<file path="src/rtl/sdsp_update_engine.sv">
// SDSP synaptic update engine: read-modify-write of one packed synapse word
// per request, applying UP/DOWN weight steps to eligible plastic synapses.
module sdsp_update_engine #(
   parameter int N_SYN = 8,
   parameter int AW    = 13
) (
   input  logic               CLK,
   input  logic               RST,
   input  logic               upd_req,
   input  logic [AW-1:0]      upd_addr,
   input  logic               upd_vup,
   input  logic               upd_vdown,
   input  logic [N_SYN-1:0]   upd_mask,
   input  logic               param_learn,
   output logic               upd_ack,
   output logic [3:0]         upd_nchg,
   output logic               busy,
   output logic               sram_cs,
   output logic               sram_we,
   output logic [AW-1:0]      sram_addr,
   output logic [4*N_SYN-1:0] sram_wdata,
   input  logic [4*N_SYN-1:0] sram_rdata
);

   typedef enum logic [2:0] {
      S_IDLE,
      S_RD,
      S_RDW,
      S_WR,
      S_ACK
   } state_t;

   state_t state_q, state_d;

   logic             vup_q, vdown_q, learn_q;
   logic [N_SYN-1:0] mask_q;

   logic [4*N_SYN-1:0] new_word;
   logic [3:0]         chg_cnt;

   logic               accept;
   logic               cs_d, we_d, ack_d, busy_d;
   logic [3:0]         nchg_d;
   logic [4*N_SYN-1:0] wdata_d;

   // Per-lane SDSP rule; the plastic bit is carried through untouched.
   always_comb begin
      new_word = sram_rdata;
      chg_cnt  = '0;
      for (int i = 0; i < N_SYN; i++) begin
         if (sram_rdata[4*i+3] && mask_q[i] && learn_q) begin
            if (vup_q && !vdown_q && sram_rdata[4*i +: 3] != 3'd7) begin
               new_word[4*i +: 3] = sram_rdata[4*i +: 3] + 3'd1;
               chg_cnt            = chg_cnt + 4'd1;
            end else if (vdown_q && !vup_q &&
                         sram_rdata[4*i +: 3] != 3'd0) begin
               new_word[4*i +: 3] = sram_rdata[4*i +: 3] - 3'd1;
               chg_cnt            = chg_cnt + 4'd1;
            end
         end
      end
   end

   // Next state and next values of the registered outputs.
   always_comb begin
      state_d = state_q;
      accept  = 1'b0;
      cs_d    = 1'b0;
      we_d    = 1'b0;
      ack_d   = 1'b0;
      busy_d  = busy;
      nchg_d  = upd_nchg;
      wdata_d = sram_wdata;
      unique case (state_q)
         S_IDLE: begin
            if (upd_req) begin
               accept  = 1'b1;
               cs_d    = 1'b1;
               busy_d  = 1'b1;
               state_d = S_RD;
            end
         end
         S_RD: begin
            state_d = S_RDW;
         end
         S_RDW: begin
            nchg_d = chg_cnt;
            if (chg_cnt != 4'd0) begin
               cs_d    = 1'b1;
               we_d    = 1'b1;
               wdata_d = new_word;
               state_d = S_WR;
            end else begin
               ack_d   = 1'b1;
               state_d = S_ACK;
            end
         end
         S_WR: begin
            ack_d   = 1'b1;
            state_d = S_ACK;
         end
         S_ACK: begin
            busy_d  = 1'b0;
            nchg_d  = '0;
            state_d = S_IDLE;
         end
         default: begin
            busy_d  = 1'b0;
            state_d = S_IDLE;
         end
      endcase
   end

   // State register.
   always_ff @(posedge CLK) begin
      if (RST) state_q <= S_IDLE;
      else     state_q <= state_d;
   end

   // Output registers and request latches.
   always_ff @(posedge CLK) begin
      if (RST) begin
         upd_ack    <= 1'b0;
         upd_nchg   <= '0;
         busy       <= 1'b0;
         sram_cs    <= 1'b0;
         sram_we    <= 1'b0;
         sram_addr  <= '0;
         sram_wdata <= '0;
         vup_q      <= 1'b0;
         vdown_q    <= 1'b0;
         learn_q    <= 1'b0;
         mask_q     <= '0;
      end else begin
         upd_ack    <= ack_d;
         upd_nchg   <= nchg_d;
         busy       <= busy_d;
         sram_cs    <= cs_d;
         sram_we    <= we_d;
         sram_wdata <= wdata_d;
         if (accept) begin
            sram_addr <= upd_addr;
            vup_q     <= upd_vup;
            vdown_q   <= upd_vdown;
            learn_q   <= param_learn;
            mask_q    <= upd_mask;
         end
      end
   end

endmodule

</file>
<file path="config.mk">
export PLATFORM = sky130hd
export DESIGN_NAME = sdsp_update_engine
export DESIGN_NICKNAME = d
export VERILOG_FILES = /design/src/rtl/sdsp_update_engine.sv
export SDC_FILE = /design/constraint.sdc
export NUM_CORES = 1
export LEC_CHECK = 0
export CAP_MARGIN = 20
export CELL_PAD_IN_SITES_DETAIL_PLACEMENT = 1
export CELL_PAD_IN_SITES_GLOBAL_PLACEMENT = 1
export CORE_MARGIN = 4
export CORE_UTILIZATION = 33
export CTS_CLUSTER_SIZE = 24
export DETAILED_ROUTE_END_ITERATION = 8
export PLACE_DENSITY = 0.83
export SYNTH_ARGS = -nofsm -noshare
export SYNTH_HDL_FRONTEND = slang
export SYNTH_SLANG_ARGS = --single-unit
</file>
<file path="constraint.sdc">
create_clock -name CLK -period 8.05 [get_ports CLK]
set_input_delay 1.61 -clock CLK [delete_from_list [all_inputs] [get_ports CLK]]
set_output_delay 1.61 -clock CLK [all_outputs]
set_load 0.01 [all_outputs]
</file>
After elaboration in Yosys (flattened, before gate mapping)
Cells that the tools add are included.
{"block": "op_classes", "add_sub_neg": 23, "eq_ne": 13, "mux": 60, "bitwise_logic": 2, "n_reduce_logical": 51}
{"operator": "2-to-1 mux 4 bit", "count": 21}
{"operator": "2-to-1 mux 3 bit", "count": 26}
{"operator": "logical AND 1 bit", "count": 34}
{"operator": "adder 4 x 1 -> 4 bit, second input constant", "count": 7}
{"operator": "adder 3 x 1 -> 3 bit, second input constant", "count": 8}
{"operator": "inequality test 3 bit, second input constant", "count": 8}
{"operator": "nonzero test 3 bit", "count": 8}
{"operator": "subtractor 3 x 1 -> 3 bit, second input constant", "count": 8}
{"operator": "case mux 3 bit (4 select lines)", "count": 1}
{"operator": "2-to-1 mux 1 bit", "count": 8}
{"operator": "case mux 4 bit (2 select lines)", "count": 1}
{"operator": "equality test 3 x 2 -> 1 bit, second input constant", "count": 2}
{"operator": "case mux 1 bit (2 select lines)", "count": 3}
{"operator": "AND reduction 2 bit", "count": 2}
{"operator": "nonzero test 4 bit", "count": 1}
{"operator": "equality test 3 x 1 -> 1 bit, second input constant", "count": 1}
{"operator": "equality test 3 bit, second input constant", "count": 1}
{"operator": "logical NOT 3 bit", "count": 1}
{"operator": "OR reduction 3 bit", "count": 1}
{"operator": "logical NOT 1 bit", "count": 2}
{"operator": "inequality test 2 bit, second input constant", "count": 1}
{"operator": "inverter 1 bit", "count": 2}
{"operator": "nonzero test 2 bit", "count": 1}
{"operator": "OR reduction 2 bit", "count": 1}
{"block": "word_totals", "reg_bits": 67, "out_inout_bits": 53}

Depth between registers and ports, before layout
Gate-level depths: netlist (run 1).
{"block": "logic_depth", "ltp_word": 37, "mapped_depth": 39}

Worst setup path before layout (run 1)
Ideal clock, no wire load.
{"block": "synth_path", "kind": "input to register", "from": "in sram_rdata[0]", "to": "reg sram_wdata[12]", "arrival_time_ns": 7.832, "t_required_ns": 7.905, "setup_slack_ns": 0.074, "stages": 38, "path_buffers": 1, "path_cell_list": "ha_1 -> ha_1 -> nor3b_2 -> o21bai_1 -> inv_1 -> ha_1 -> o22ai_1 -> mux2_2 -> inv_2 -> ha_1 -> nand4_1 -> a21oi_1 -> a31oi_1 -> inv_1 -> ha_1 -> inv_1 -> o211ai_1 -> a21boi_0 -> (+2 left out) -> a21oi_1 -> ha_1 -> o211ai_1 -> nand2_1 -> ha_1 -> nor2_1 -> a21oi_1 -> a21oi_1 -> inv_1 -> ha_1 -> inv_1 -> xnor3_1 -> or4_1 -> o21ai_0 -> a21bo_2 -> buf_4 -> a21oi_1 -> a211oi_2"}
{"block": "synth_via", "elab_chain_cells": 35}
{"element": "start: declaration", "line_no": "22", "rtl": "input logic [4*N_SYN-1:0] sram_rdata"}
{"element": "nonzero test 3 bit", "line_no": "56", "rtl": "sram_rdata[4*i +: 3] != 3'd0) begin"}
{"element": "logical AND 1 bit", "line_no": "55", "rtl": "end else if (vdown_q && !vup_q &&"}
{"element": "2-to-1 mux 1 bit", "line_no": "55"}
{"element": "2-to-1 mux 1 bit *", "line_no": "52", "rtl": "if (vup_q && !vdown_q && sram_rdata[4*i +: 3] != 3'd7) begin"}
{"element": "2-to-1 mux 1 bit *", "line_no": "51", "rtl": "if (sram_rdata[4*i+3] && mask_q[i] && learn_q) begin"}
{"element": "adder 4 x 1 -> 4 bit", "line_no": "54, 58"}
{"element": "2-to-1 mux 4 bit", "line_no": "55"}
{"element": "2-to-1 mux 4 bit", "line_no": "52"}
{"element": "(+19 left out)"}
{"element": "2-to-1 mux 4 bit", "line_no": "52"}
{"element": "2-to-1 mux 4 bit *", "line_no": "51"}
{"element": "adder 4 x 1 -> 4 bit", "line_no": "54, 58"}
{"element": "2-to-1 mux 4 bit", "line_no": "55"}
{"element": "2-to-1 mux 4 bit", "line_no": "52"}
{"element": "2-to-1 mux 4 bit *", "line_no": "51"}
{"element": "nonzero test 4 bit *", "line_no": "88", "rtl": "if (chg_cnt != 4'd0) begin"}
{"element": "AND reduction 2 bit (no line) *"}
{"element": "end signal: assignment", "line_no": "140", "rtl": "sram_wdata <= wdata_d;"}
{"element": "end: declaration", "line_no": "21", "rtl": "output logic [4*N_SYN-1:0] sram_wdata,"}
Every way passes the cells marked *; elsewhere a longest branch is shown, timed or not.
A chain may end at the register's enable or synchronous reset.

Worst setup path in the final report (run 1)
{"block": "layout_path", "from": "in sram_rdata[6]", "to": "reg sram_wdata[15]"}
{"block": "layout_via", "elab_chain_cells": 31}
{"element": "nonzero test 3 bit", "line_no": "56"}
{"element": "logical AND 1 bit", "line_no": "55"}
{"element": "2-to-1 mux 4 bit", "line_no": "55"}
{"element": "2-to-1 mux 4 bit *", "line_no": "52"}
{"element": "2-to-1 mux 4 bit *", "line_no": "51"}
{"element": "adder 4 x 1 -> 4 bit", "line_no": "54, 58"}
{"element": "2-to-1 mux 4 bit", "line_no": "55"}
{"element": "2-to-1 mux 4 bit", "line_no": "52"}
{"element": "(+15 left out)"}
{"element": "2-to-1 mux 4 bit", "line_no": "52"}
{"element": "2-to-1 mux 4 bit *", "line_no": "51"}
{"element": "adder 4 x 1 -> 4 bit", "line_no": "54, 58"}
{"element": "2-to-1 mux 4 bit", "line_no": "55"}
{"element": "2-to-1 mux 4 bit", "line_no": "52"}
{"element": "2-to-1 mux 4 bit *", "line_no": "51"}
{"element": "nonzero test 4 bit *", "line_no": "88"}
{"element": "AND reduction 2 bit (no line) *"}
Marks and branches as above.

==> summary.md, run 1 <==
| Metric | Value |
|---|---|
| Total congestion overflow | 0 |
| Minimum clock period | 7.897 ns |
| Worst skew pair latency | 0.35 ns |
| # DRC | 0 |
| Full die area | 14930 um^2 |
| Post-synth EDFFs | 0 |
| Root Driver | clkbuf_16 |
| Via count | 4433 |
| Pleak | 2.620 nW |
| Layout area overhead | 51.43% |
| Largest net degree at the start of global routing | 66 |
| DR pass1 iterations | 4 |
| Maximum Capacitance Violations | 0 |
| Layout cells sized above 1 | 21.19% |
| Primary FF master, synth | dfxtp_1 |
| Clock-pin slew on the worst setup and hold paths | 0.06 ns |
| Antenna diodes | 0 |
| Finished layout cell area | 6514 um^2 |
| Chip Height | 122.2 um |
| Maximum clock rate | 0.1266 GHz |
| # H-tree levels | 3 |
| Antenna viol nets, final | 0 |
| Final Max Tran Viols | 0 |
| Least-Margin Pin Slew | 1.097 ns |
| Hold Buf Count CTS | 0 |
| Initial DRC count | 178 |
| Mean Syn Cell Area | 8.147 um^2 |
| Final period util | 98.10% |
| GPL Wtd Cong | 0.8838 |
| Routed vias/inst | 5.234 |
| CTS tree | yes |
| Sequential share of the synthesized area | 31.18% |
| Placed inst area | 5761 um^2 |
| Worst-case clock skew | 0.007839 ns |
| Row count | 41 |
| Routed length per instance | 18.65 um |
| Crit Path Category | in -> reg |
| PD cells | 144.6 nW/um^2 |
| VDD IR max | 134.2 uV |
| Syn Nets | 626 |
| CP most frequent cell | ha_1 |
| Die Wd | 122.2 um |
| PortBufs | ~110 |
| Clock sinks | 67 |
| Initial antenna violation count | 0 |
| FF+latch count, synth | 67 |
| Worst path slowest cell | or4b_4 |
| Async SR Flop Fraction | 0% |
| Worst min path class | reg -> reg |
| Initial Utilization | 33.95% |
| Register area | 1341 um^2 |
| YS warnings | 0 |
| Library cells used by synthesis | 60 |
| Post-Syn Instances | between 500 and 600 |
| Worst EP arrival | ~8.1 ns |
| Worst Path Required | 8.24 ns |
| Max-slew headroom | 26.78% |
| Slowest stage delay, CP | 0.51 ns |
| TritonCTS Buffers | 9 |
| CP max FO | 5 |
| IO Count | about 110 |
| Post-DP HPWL | 11210 um |
| Post-Syn Area | 4302 um^2 |
| Core area | approximately 13000 um^2 |
| CTS Buffer Depth | 2 |
| Fill cell count | around 1500 |
| Footprint of the multi-input gates | 2923 um^2 |
| Crit end category | register |
| Vias in the first global route | 4949 |
| Final Setup Violations | 0 |
| Global Route Usage Sum | a little over a fifth |
| Startpoint types | input port |
| Nets | around 770 |
| First-pass GRT wire length | about 25000 um |
| Final Hold Violating Endpoints | 0 |
| Total wire length | 15800 um |
| Status | complete, no violations |
| WHS | about 0.46 ns |
[layout by cell type, fill, tap and decap left out, types with 3 or more instances in the layout]
master           synthesis  routed
clkdlybuf4s50_1          0     105
dfxtp_1                 67      67
nand2_1                 59      58
a21oi_1                 69      56
buf_4                    5      48
inv_1                   35      32
nor2_1                  34      32
ha_1                    39      31
nand3_1                 20      18
xnor2_1                 18      18
o21ai_1                 17      17
a21oi_2                  3      13
nor3_1                  10      10
a211oi_2                 9       9
clkbuf_16                0       9
a211oi_1                 8       8
xor2_1                   7       7
o21ai_0                  8       7
nor3b_2                  5       6
nor2b_1                  7       6
a2111oi_0                6       6
nor3b_1                  7       5
ha_4                     0       5
o2111ai_1                4       4
and3_1                   3       3
and2_1                   4       3
a31oi_1                  3       3
inv_2                    1       3
o211ai_1                 3       3
xnor3_1                  3       3
nand2b_1                 3       3
a21boi_0                 4       3
a21oi_4                  0       3
ha_2                     0       3
dlymetal6s2s_1           0       3
[metal layers]
metal  vias up  GRT usage (%)  part of all wire (%)
met4         0          8.118                   2.3
li1       2131              -                     -
met2       107          37.67                    49
met1      2167          26.13                    44
met3        28          4.828                   4.8
met5         -              0                     0
[synthesized netlist by cell type (all sizes together) (3+ instances only)]
master	number	share of area, %
nand2	59	5.1
xnor3	3	1.6
mux2i	3	0.70
xor2	7	1.4
a2111oi	7	1.6
ha	39	11
inv	36	3.1
a211oi	17	4.0
dfxtp	67	31
o211ai	3	0.52
nor3	10	1.2
nand3	20	2.3
nor2b	7	1.0
o21ai	27	3.3
a21oi	72	8.6
nor2	35	3.1
xnor2	19	4.0
a21boi	5	0.96
buf	12	1.8
nand2b	3	0.44
or3b	3	0.61
a31oi	3	0.44
and2	4	0.58
clkbuf	22	1.9
nor3b	12	2.7
a21o	3	0.52
and3	3	0.44
o2111ai	5	1.2
[worst max-delay path: cells and delay by family]
family / cells / cell delay [ns]
AOI/OAI and AO/OA: 12 / 1.58
xor gates and xnor gates: 1 / 0.20
adders and majority gates: 7 / 1.84
buffers and inverters: 8 / 1.05
muxes: 2 / 0.44
and+or+nand+nor: 6 / 1.34
[metrics by stage]
step	worst slack, ns	setup TNS, ns	utilization [%]	power [W]	std cells
after floorplan	0.07374	0	-	0.0004253	528
after global placement	-0.2952	-8.309	45.46	0.0004906	813
after detailed placement	-0.6729	-21.87	45.46	0.0004982	813
after CTS	0.01113	0	49.99	0.0009443	843
after global routing	-0.1191	-2.610	51.41	0.0009812	847
final	0.1530	0	51.41	0.0009416	847
[cells by family after synthesis]
family	after synthesis	share of synthesized area [%]
AOI/OAI and AO/OA	153	23.27
xor gates and xnor gates	29	7.039
adders and majority gates	39	11.34
buffers and inverters	70	6.864
DFF	67	31.18
muxes	5	1.222
and+or+nand+nor	165	19.08
[cell type report]
type | count | area share (%)
Multi-Input combinational cell | 391 | 44.87
Clock inverter | 5 | 1.306
Sequential cell | 67 | 20.59
Tap cell | 172 | 3.304
Timing Repair Buffer | 165 | 24.09
Inverter | 36 | 2.113
Clock buffer | 11 | 3.726
[where the power goes]
group          switching, W  internal, W  total (W)
combinational     0.0000773    0.0000727   0.000150
clock              0.000160     0.000281   0.000441
sequential       0.00000888     0.000342   0.000351
total              0.000246     0.000696   0.000942
[what timing repair did]
action                     in CTS  in global routing
setup endpoints to repair      38                 39
pin swaps                      10                 11
gates cloned                    1                  0
setup buffers                  13                  3
resized for setup              31                 37
[state kept, by name, summed over array words and instances, names as in the netlist]
name / flops
sram_wdata: 32
sram_cs: 1
upd_ack: 1
vdown_q: 1
state_q: 3
mask_q: 8
sram_we: 1
sram_addr: 13
learn_q: 1
vup_q: 1
upd_nchg: 4
busy: 1
[final timing paths]
kind	start	to	slack [ns]	cells past startpoint
min	sram_addr[10]$_SDFFE_PP0P_	sram_addr[10]$_SDFFE_PP0P_	0.46	2
max reg2reg	vup_q$_SDFFE_PP0P_	sram_wdata[15]$_SDFFE_PP0P_	1.27	37
min reg2reg	sram_addr[10]$_SDFFE_PP0P_	sram_addr[10]$_SDFFE_PP0P_	0.46	2
max	sram_rdata[6]	sram_wdata[15]$_SDFFE_PP0P_	0.15	36
(Power assumes the default switching activity.)
==> run 2: changes to the inputs <==
--- a/config.mk
+++ b/config.mk
@@ -5,6 +5,7 @@
 export SDC_FILE = /design/constraint.sdc
 export NUM_CORES = 1
 export LEC_CHECK = 0
+export ABC_CLOCK_PERIOD_IN_PS = 8050
 export CAP_MARGIN = 20
 export CELL_PAD_IN_SITES_DETAIL_PLACEMENT = 1
 export CELL_PAD_IN_SITES_GLOBAL_PLACEMENT = 1
@@ -13,6 +14,8 @@
 export CTS_CLUSTER_SIZE = 24
 export DETAILED_ROUTE_END_ITERATION = 8
 export PLACE_DENSITY = 0.83
+export SLEW_MARGIN = 20
 export SYNTH_ARGS = -nofsm -noshare
 export SYNTH_HDL_FRONTEND = slang
 export SYNTH_SLANG_ARGS = --single-unit
+export TNS_END_PERCENT = 20
==> run 2 against run 1 <==
Compared with the run above:
- clock power about the same
- combinational power barely moved
- non-clock buffer count decreased by 1
- register-to-register slack worse by 0.03 ns
- core utilization down 0.099 points
- sequential share of layout area is essentially flat
- die area unchanged
- via count hardly changed
==> summary.md, run 2 (synthesis results as in run 1) <==
| Metric | Value |
|---|---|
| Final period util | between 90 and 100% |
| Root Driver | clkbuf_16 |
| TritonCTS Buffers | 9 |
| Max-slew headroom | 25.52% |
| Status | complete, no violations |
| Antenna viol nets, final | 0 |
| Startpoint types | input port |
| GPL Wtd Cong | 0.8838 |
| CP max FO | 5 |
| Nets | 767 |
| Finished layout cell area | 6501 um^2 |
| CTS Buffer Depth | 2 |
| Slowest stage delay, CP | 0.51 ns |
| Fin cells | 846 |
| Initial Utilization | 33.95% |
| IO Count | 112 |
| PortBufs | 111 |
| DP Worst Slack | -0.6729 ns |
| Clock sinks | 67 |
| Routed vias/inst | approximately 5.2 |
| Final Setup Violations | 0 |
| Initial antenna violation count | 0 |
| Worst EP arrival | 8.13 ns |
| # DRC | 0 |
| # H-tree levels | 3 |
| Final Max Tran Viols | 0 |
| Post-layout util | between 50% and 60% |
| PD cells | between 100 and 150 nW/um^2 |
| Final Hold Violating Endpoints | 0 |
| Full die area | 14930 um^2 |
| Total wire length | 15840 um |
| Initial DRC count | 167 |
| Least-Margin Pin Slew | about 1.1 ns |
| Via count | 4435 |
| Layout cells sized above 1 | 20.92% |
| Placed cells | 813 |
| Worst min path class | reg -> reg |
| CP most frequent cell | ha_1 |
| Worst-case clock skew | 0.007688 ns |
| VDD IR max | roughly 140 uV |
| Maximum Capacitance Violations | 0 |
| Worst Path Required | 8.25 ns |
| Pleak | 2.612 nW |
| Hold Buf Count CTS | 0 |
| Antenna diodes | 0 |
| Worst path slowest cell | or4b_4 |
| Global Route Usage Sum | between 20 and 25% |
| WHS | approximately 0.46 ns |
| DR pass1 iterations | 4 |
| Slack of the critical path | 0.1149 ns |
| Crit Path Category | in -> reg |
| First-pass GRT wire length | 25170 um |
| Maximum clock rate | 0.1260 GHz |
| CTS tree | yes |
| Routed length per instance | ~19 um |
| Core area | roughly 13000 um^2 |
| Post-DP HPWL | 11210 um |
| Total congestion overflow | 0 |
| Biggest register | sram_wdata |
| Placed inst area | 5761 um^2 |
| Layout area overhead | 51.13% |
| Die Wd | 122.2 um |
| Chip Height | around 120 um |
| Row count | slightly above 40 |
| Largest regs | sram_wdata (32), sram_addr (13), mask_q (8) |
| Crit end category | register |
| Worst skew pair latency | between 0.3 and 0.4 ns |
| Most common cell after layout, fill and taps aside | clkdlybuf4s50_1 |
| Minimum clock period | roughly 7.9 ns |
| Most frequent cells in the layout | 105 x clkdlybuf4s50_1, 67 x dfxtp_1, 58 x nand2_1 |
| Max FFs per register | 32 |
| Vias in the first global route | approximately 5000 |
| Clock-pin slew on the worst setup and hold paths | 0.06 ns |
| Largest net degree at the start of global routing | 66 |
## run 2: cell types whose count changed in the layout (fill, tap and decap cells not counted), sizes merged
cell | before | now
buf | 55 | 54
## run 2: worst paths after layout
| path | from | to | slack [ns] | cells past startpoint |
|---|---|---|---|---|
| worst max-delay path | sram_rdata[6] | sram_wdata[15]$_SDFFE_PP0P_ | 0.11 | 35 |
| worst min-delay path | sram_addr[10]$_SDFFE_PP0P_ | sram_addr[10]$_SDFFE_PP0P_ | 0.46 | 2 |
| worst max register to register | vup_q$_SDFFE_PP0P_ | sram_wdata[15]$_SDFFE_PP0P_ | 1.24 | 37 |
| worst min register to register | sram_addr[10]$_SDFFE_PP0P_ | sram_addr[10]$_SDFFE_PP0P_ | 0.46 | 2 |
## run 2: area by class of cell
| type | count | area [um^2] |
|---|---|---|
| fillers | 1500 | 6170 |
| multi-input cells | 391 | 2925 |
| repair buffers | 164 | 1554 |
| flip-flops and latches | 67 | 1341 |
| clock buffers | 11 | 242.7 |
| well taps | 172 | 215.2 |
| inverters | 36 | 137.6 |
| clock inverters | 5 | 85.08 |
## run 2: report_power, final
part           switching (W)  total, W  internal [W]  leakage (nW)
clock               0.000160  0.000441      0.000281         0.156
combinational      0.0000768  0.000149     0.0000723          1.91
sequential        0.00000893  0.000351      0.000342         0.544
## run 2: per-stage QoR
step                 power, W  setup TNS (ns)
floorplan           0.0004253               0
global placement    0.0004906          -8.309
detailed placement  0.0004982          -21.87
CTS                 0.0009444               0
global route        0.0009808          -3.197
finish              0.0009406               0
## run 2: worst max-delay path: cells and delay by family
family,cells,cell delay [ns]
simple gates,7,1.52
mux,1,0.25
fa+ha+maj,7,1.81
buf+inv,7,1.06
xor+xnor,1,0.22
compound gates,12,1.63
## run 2: repair_timing
action | 4_1_cts | 5_1_grt
setup buffers | 13 | 3
pin swaps | 10 | 12
endpoints found under the setup margin | 38 | 39
gates cloned | 1 | 0
resized for setup | 32 | 35
## run 2: routing by layer
layer	global-route usage, %	part of all wire (%)
met1	26.13	43
met2	37.67	49
met3	4.828	5.3
met4	8.118	2.3
met5	0	0
